===== config.mk =====
export PLATFORM = sky130hd
export DESIGN_NAME = sensor_scan_sequencer
export DESIGN_NICKNAME = d
export VERILOG_FILES = /design/src/rtl/sensor_scan_sequencer.sv
export SDC_FILE = /design/constraint.sdc
export NUM_CORES = 1
export LEC_CHECK = 0
export ABC_AREA = 1
export BUFFER_PORTS_ARGS = -buffer_cell sky130_fd_sc_hd__buf_4
export CAP_MARGIN = 20
export CELL_PAD_IN_SITES_DETAIL_PLACEMENT = 0
export CELL_PAD_IN_SITES_GLOBAL_PLACEMENT = 1
export CORE_UTILIZATION = 40
export DETAILED_ROUTE_END_ITERATION = 8
export PLACE_DENSITY_LB_ADDON = 0.1
export SLEW_MARGIN = 20
export SYNTH_ARGS = -nofsm -noshare
export SYNTH_HDL_FRONTEND = slang
export SYNTH_SLANG_ARGS = --single-unit

===== constraint.sdc =====
create_clock -name clk -period 3.84 [get_ports clk]
set_clock_uncertainty 0.05 [all_clocks]
set_input_delay 0.96 -clock clk [delete_from_list [all_inputs] [get_ports clk]]
set_output_delay 0.96 -clock clk [all_outputs]
set_load 0.02 [all_outputs]

===== src/rtl/sensor_scan_sequencer.sv =====
// Round-robin scanner for the four tracker photoresistors: settle the mux, oversample
// each channel through one shared ADC, average, then publish all four readings at once.
module sensor_scan_sequencer #(
  parameter int ADC_W          = 12,
  parameter int AVG_LOG2       = 2,
  parameter int SETTLE_CYCLES  = 50,
  parameter int SCAN_PERIOD    = 50000,
  parameter int TIMEOUT_CYCLES = 1000
) (
  input  logic             clk,
  input  logic             rst,
  input  logic             enable,
  input  logic             err_clr,
  output logic             adc_start,
  input  logic             adc_done,
  input  logic [ADC_W-1:0] adc_data,
  output logic [1:0]       mux_sel,
  output logic [15:0]      R_vertical_1,
  output logic [15:0]      R_vertical_2,
  output logic [15:0]      R_horizontal_1,
  output logic [15:0]      R_horizontal_2,
  output logic             data_valid,
  output logic             busy,
  output logic             timeout_err
);

  localparam int ACC_W = ADC_W + AVG_LOG2;
  localparam int NSAMP = 1 << AVG_LOG2;
  localparam int SMP_W = AVG_LOG2 + 1;
  localparam int SET_W = $clog2(SETTLE_CYCLES + 1);
  localparam int PER_W = $clog2(SCAN_PERIOD + 1);
  localparam int TMO_W = $clog2(TIMEOUT_CYCLES + 1);

  typedef enum logic [2:0] {
    IDLE, SETTLE, START, CONVERT, PUBLISH, WAIT_PERIOD
  } state_t;

  state_t             state_reg, state_next;
  logic [1:0]         ch_reg, ch_next;
  logic [SET_W-1:0]   settle_cnt_reg, settle_cnt_next;
  logic [PER_W-1:0]   period_cnt_reg, period_cnt_next;
  logic [TMO_W-1:0]   tmo_cnt_reg, tmo_cnt_next;
  logic [SMP_W-1:0]   smp_cnt_reg, smp_cnt_next;
  logic [ACC_W-1:0]   acc_reg, acc_next, acc_sum;
  logic [15:0]        shadow_reg [4];
  logic [15:0]        shadow_next [4];
  logic [15:0]        r_reg [4];
  logic               data_valid_reg;
  logic               err_reg;
  logic               publish;
  logic               timeout_set;

  assign acc_sum = acc_reg + ACC_W'(adc_data);

  always_comb begin
    state_next      = state_reg;
    ch_next         = ch_reg;
    settle_cnt_next = settle_cnt_reg;
    tmo_cnt_next    = tmo_cnt_reg;
    smp_cnt_next    = smp_cnt_reg;
    acc_next        = acc_reg;
    shadow_next     = shadow_reg;
    publish         = 1'b0;
    timeout_set     = 1'b0;
    // Period counter free-runs and saturates; only a scan start clears it.
    period_cnt_next = (&period_cnt_reg) ? period_cnt_reg : period_cnt_reg + PER_W'(1);

    case (state_reg)
      IDLE: begin
        acc_next     = '0;
        smp_cnt_next = '0;
        if (enable) begin
          ch_next         = 2'd0;
          period_cnt_next = '0;
          settle_cnt_next = '0;
          state_next      = SETTLE;
        end
      end
      SETTLE: begin
        if (!enable) begin
          state_next = IDLE;
        end else if (settle_cnt_reg == SET_W'(SETTLE_CYCLES - 1)) begin
          state_next = START;
        end else begin
          settle_cnt_next = settle_cnt_reg + SET_W'(1);
        end
      end
      START: begin
        tmo_cnt_next = '0;
        state_next   = enable ? CONVERT : IDLE;
      end
      CONVERT: begin
        if (adc_done) begin
          if (!enable) begin
            acc_next     = '0;
            smp_cnt_next = '0;
            state_next   = IDLE;
          end else if (smp_cnt_reg != SMP_W'(NSAMP - 1)) begin
            acc_next     = acc_sum;
            smp_cnt_next = smp_cnt_reg + SMP_W'(1);
            state_next   = START;
          end else begin
            shadow_next[ch_reg] = 16'(acc_sum >> AVG_LOG2);
            acc_next            = '0;
            smp_cnt_next        = '0;
            if (ch_reg != 2'd3) begin
              ch_next         = ch_reg + 2'd1;
              settle_cnt_next = '0;
              state_next      = SETTLE;
            end else begin
              state_next = PUBLISH;
            end
          end
        end else if (tmo_cnt_reg == TMO_W'(TIMEOUT_CYCLES - 1)) begin
          timeout_set  = 1'b1;
          acc_next     = '0;
          smp_cnt_next = '0;
          state_next   = enable ? WAIT_PERIOD : IDLE;
        end else begin
          tmo_cnt_next = tmo_cnt_reg + TMO_W'(1);
        end
      end
      PUBLISH: begin
        publish = 1'b1;
        if (!enable) begin
          state_next = IDLE;
        end else if (period_cnt_reg >= PER_W'(SCAN_PERIOD - 1)) begin
          // Scan overran the period: start the next one immediately.
          ch_next         = 2'd0;
          period_cnt_next = '0;
          settle_cnt_next = '0;
          state_next      = SETTLE;
        end else begin
          state_next = WAIT_PERIOD;
        end
      end
      WAIT_PERIOD: begin
        if (!enable) begin
          state_next = IDLE;
        end else if (period_cnt_reg >= PER_W'(SCAN_PERIOD - 1)) begin
          ch_next         = 2'd0;
          period_cnt_next = '0;
          settle_cnt_next = '0;
          state_next      = SETTLE;
        end
      end
      default: state_next = IDLE;
    endcase
  end

  always_ff @(posedge clk) begin
    if (rst) begin
      state_reg      <= IDLE;
      ch_reg         <= 2'd0;
      settle_cnt_reg <= '0;
      period_cnt_reg <= '0;
      tmo_cnt_reg    <= '0;
      smp_cnt_reg    <= '0;
      acc_reg        <= '0;
      data_valid_reg <= 1'b0;
      err_reg        <= 1'b0;
    end else begin
      state_reg      <= state_next;
      ch_reg         <= ch_next;
      settle_cnt_reg <= settle_cnt_next;
      period_cnt_reg <= period_cnt_next;
      tmo_cnt_reg    <= tmo_cnt_next;
      smp_cnt_reg    <= smp_cnt_next;
      acc_reg        <= acc_next;
      data_valid_reg <= publish;
      // A timeout in the same cycle as err_clr keeps the flag set.
      if (timeout_set)  err_reg <= 1'b1;
      else if (err_clr) err_reg <= 1'b0;
    end
  end

  genvar gi;
  generate
    for (gi = 0; gi < 4; gi++) begin : g_chan
      always_ff @(posedge clk) begin
        if (rst) begin
          shadow_reg[gi] <= '0;
          r_reg[gi]      <= '0;
        end else begin
          shadow_reg[gi] <= shadow_next[gi];
          if (publish) r_reg[gi] <= shadow_reg[gi];
        end
      end
    end
  endgenerate

  assign adc_start      = (state_reg == START);
  assign busy           = (state_reg == SETTLE) || (state_reg == START) ||
                          (state_reg == CONVERT) || (state_reg == PUBLISH);
  assign mux_sel        = ch_reg;
  assign data_valid     = data_valid_reg;
  assign timeout_err    = err_reg;
  assign R_vertical_1   = r_reg[0];
  assign R_vertical_2   = r_reg[1];
  assign R_horizontal_1 = r_reg[2];
  assign R_horizontal_2 = r_reg[3];

endmodule


==> flow_metrics.py <==
metrics = {
    "cts": {
        "clk_latency_ps": 420,
        "clock_sinks": 152,
        "ctsResizeCount": 0,
        "clk_pin_slew_ps": 60,
        "htree_num_levels": 4,
        "cts_buffers": 17,
        "cts-root-buf": "clkbuf_16",
        "cts_tree": "done",
        "clockBufferDepth": 2,
        "ctsHoldBuffers": 0,
        "cts_setup_buffers": 0,
    },
    "detailed_routing": {
        "wl_met1_mm": 7.905,
        "via_per_inst": 4.665,
        "first_iter_violations": 325,
        "wl_met3_um": 461,
        "antenna_left": 0,
        "drt_wl_total_mm": 16.29,
        "drtPass1Iterations": 7,
        "top_layer": "met4",
        "num_vias": 5896,
        "met2_length_mm": 7.725,
        "drc": 9,
        "routedWlPerCell_um": 12.89,
    },
    "synth": {
        "synth_edf_count": 48,
        "async_reset_ff_frac": 0,
        "avgSynthCellArea_um2": 7.772,
        "ys_ff_latch": 152,
        "synth_flop_cell": "dfxtp_1",
        "yosys_warnings": 0,
        "syn_area_um2": 7430,
        "synthDistinctLibCells": 43,
        "ys_seq_area_frac": 0.4742,
        "netlist_instances": 956,
    },
    "layout": {
        "multiInputGateArea_um2": 3040,
        "fin_util": 0.4782,
        "fillCellCount": 1843,
        "antenna_cells": 0,
        "seq_area_um2": 3523,
        "drive_gt1_frac": 0.1314,
        "nets": 1061,
        "area_growth_pct": 16.40,
    },
    "timing": {
        "tns_ps": 0,
        "fin_crit_sh": 0.6398,
        "setup_viol": 0,
        "fmax_mhz": 407.1,
        "hold_viol_final": 0,
        "max_slew_margin": 0.5244,
        "timing.final.ws_setup_ps": 1383,
        "rsz0062_at_grt": "false",
        "final_max_slew_viol_count": 0,
        "holdWs_ps": 405.8,
        "layout_min_cycle_time_ps": 2457,
        "worst_pin_slew_ps": 713.4,
    },
    "worst_hold_path": {
        "hp-class": "flip-flop to flip-flop",
    },
    "die": {
        "die_y_um": 138.3,
        "io_pins": 87,
        "rows": 49,
        "chipWidth_um": 138.3,
        "die-area_um2": 19120,
        "start_util": 0.4108,
        "core_area_um2": 18090,
    },
    "grt": {
        "grt_overflow": 0,
        "grt_pass1_wl_mm": 27.01,
        "antenna_found_initial": 0,
        "gr-usage-all-layers": 0.1787,
        "grt_pass1_vias": 5366,
        "grt_max_degree": 62,
    },
    "worst_setup_path": {
        "critPathMaxStageDelay_ps": 400,
        "r2r-end": "acc_reg[6]",
        "crit_type": "input pin to flip-flop",
        "cpMaxStageDelayCell": "fa_1",
        "worstRegToRegCells": 11,
        "endpoint": "acc_reg[6]",
        "cp_max_fo": 5,
        "startpoint": "adc_data[0]",
        "reg2reg_slack_ps": 1670,
        "rr_startpoint": "acc_reg[0]",
        "worst_ep_arrival_time_ps": 2750,
        "crit_top_cell": "nand2_1",
        "cp.required_ps": 4130,
        "crit_path_cell_trace": "buf_4, ha_1, inv_1, fa_1, inv_1, nand3_1, nand2_1, nand3_1, nand2_1, xor2_1, nand2_1, a21oi_1",
        "cp-start-kind": "input pin",
        "critPathCaptureType": "flip-flop",
    },
    "power_and_ir_drop": {
        "power_density_nw_per_um2": 422.5,
        "p_leak_nw": 3.908,
        "max-vdd-ir-drop_v": 0.0003079,
    },
    "placed_design": {
        "place_ws_ps": 960.5,
        "gp_congestion": 0.8023,
        "dp_hpwl_mm": 11.69,
        "port_buffers": 70,
    },
    "run_status": {
        "violations": "design-rule violations",
        "status": "finished, violations left",
    },
    "job": {
        "maxCapViolCount": 0,
    },
}
[critical path, delay by kind of cell]
kind	cells	cell delay, ps
simple gates	5	480
compound gates	1	120
fa+ha+maj	2	590
buf+inv	3	250
xor+xnor	1	360
[per-stage QoR]
step / cells / instance area, um^2 / power, mW
after floorplan: 971 / 7486 / 1.971
after global placement: 1232 / 8073 / 2.066
final: 1264 / 8648 / 3.654
after CTS: 1264 / 8648 / 3.696
after detailed placement: 1232 / 8073 / 2.065
after global routing: 1264 / 8648 / 3.803
[power breakdown]
part           internal, mW  total [mW]  switching, mW
Combinational        0.0969       0.313          0.216
Clock                 0.924        1.63          0.705
Sequential             1.69        1.71         0.0265
Total                  2.71        3.65          0.948
[kinds of logic (layout without fill, tap and decap cells)]
| group | Yosys count | count (layout) | synth area share |
|---|---|---|---|
| AOI/OAI and AO/OA | 165 | 165 | 0.1157 |
| DFF | 152 | 152 | 0.4742 |
| buffers and inverters | 215 | 279 | 0.1245 |
| and+or+nand+nor | 384 | 384 | 0.2270 |
| xor gates and xnor gates | 17 | 17 | 0.02004 |
| adders and majority gates | 22 | 22 | 0.03806 |
| other | 1 | 16 | 0.0005047 |
[placed cells by master, fill, tap and decap left out, types with 3 or more instances in the layout]
cell        Yosys  routed
nand4_1        13      13
nand3b_1        4       4
conb_1          1      16
clkinvlp_4      0       3
inv_2           7       7
nor3_1          9       9
inv_6           1       5
nor2_1        114     114
o21ai_1        11      11
edfxtp_1       48      48
a21oi_1        98      98
o21ai_0        44      44
buf_4          19      72
dfxtp_1       104     104
nand2_4         5       5
nand3_1        54      54
xnor2_1         4       4
xor2_1         13      13
inv_1         164     164
nand2_1       171     170
nand2_2         3       4
ha_1           21      21
clkbuf_16       0      17
[Yosys cell counts, types with 2 or more instances]
| master | number | share of area |
|---|---|---|
| ha_1 | 21 | 0.035 |
| nand3_1 | 54 | 0.036 |
| buf_6 | 4 | 0.0061 |
| a21oi_1 | 98 | 0.066 |
| o21ai_1 | 11 | 0.0074 |
| nor3_1 | 9 | 0.0061 |
| nand4_1 | 13 | 0.011 |
| buf_4 | 19 | 0.019 |
| inv_1 | 164 | 0.083 |
| a21o_1 | 2 | 0.0020 |
| nand3b_1 | 4 | 0.0040 |
| edfxtp_1 | 48 | 0.19 |
| nand2_1 | 171 | 0.086 |
| nand2_4 | 5 | 0.0076 |
| or2_2 | 2 | 0.0017 |
| nor2_8 | 2 | 0.0054 |
| buf_1 | 3 | 0.0015 |
| nor2_4 | 2 | 0.0030 |
| o21ai_0 | 44 | 0.030 |
| buf_2 | 6 | 0.0040 |
| dfxtp_1 | 104 | 0.28 |
| a31o_2 | 2 | 0.0024 |
| o21bai_1 | 2 | 0.0020 |
| xor2_1 | 13 | 0.015 |
| nand2_2 | 3 | 0.0025 |
| clkbuf_1 | 9 | 0.0045 |
| nand3_2 | 2 | 0.0027 |
| a21oi_2 | 2 | 0.0024 |
| inv_2 | 7 | 0.0035 |
| nor2_1 | 114 | 0.058 |
| xnor2_1 | 4 | 0.0047 |
[cell type report]
class                           instances  share of cell area
Inverter                              174             0.07653
Multi-Input combinational cell        604              0.3516
Timing Repair Buffer                   73             0.06481
Clock buffer                           18             0.05078
Sequential cell                       152              0.4074
Tap cell                              229             0.03313
Clock inverter                         14             0.01577
[worst min-delay path by stage]
stage                     slack [ps]  cells after the start      startpoint              to
after detailed placement         390                      2  smp_cnt_reg[2]  smp_cnt_reg[2]
final                            410                      2   shadow_reg[0]   shadow_reg[0]
after CTS                        410                      2  smp_cnt_reg[2]  smp_cnt_reg[2]
after global routing             440                      2      acc_reg[0]      acc_reg[0]
after floorplan                  380                      2  smp_cnt_reg[2]  smp_cnt_reg[2]
after global placement           390                      2   shadow_reg[0]   shadow_reg[0]
[layer usage]
metal | global-route usage | vias up
met1 | 0.2349 | 2637
met3 | 0.03291 | 13
met2 | 0.2962 | 98
met4 | 0.06032 | 0
met5 | 0 | -
li1 | - | 3148
No activity file was read; power rests on OpenSTA's default activity.
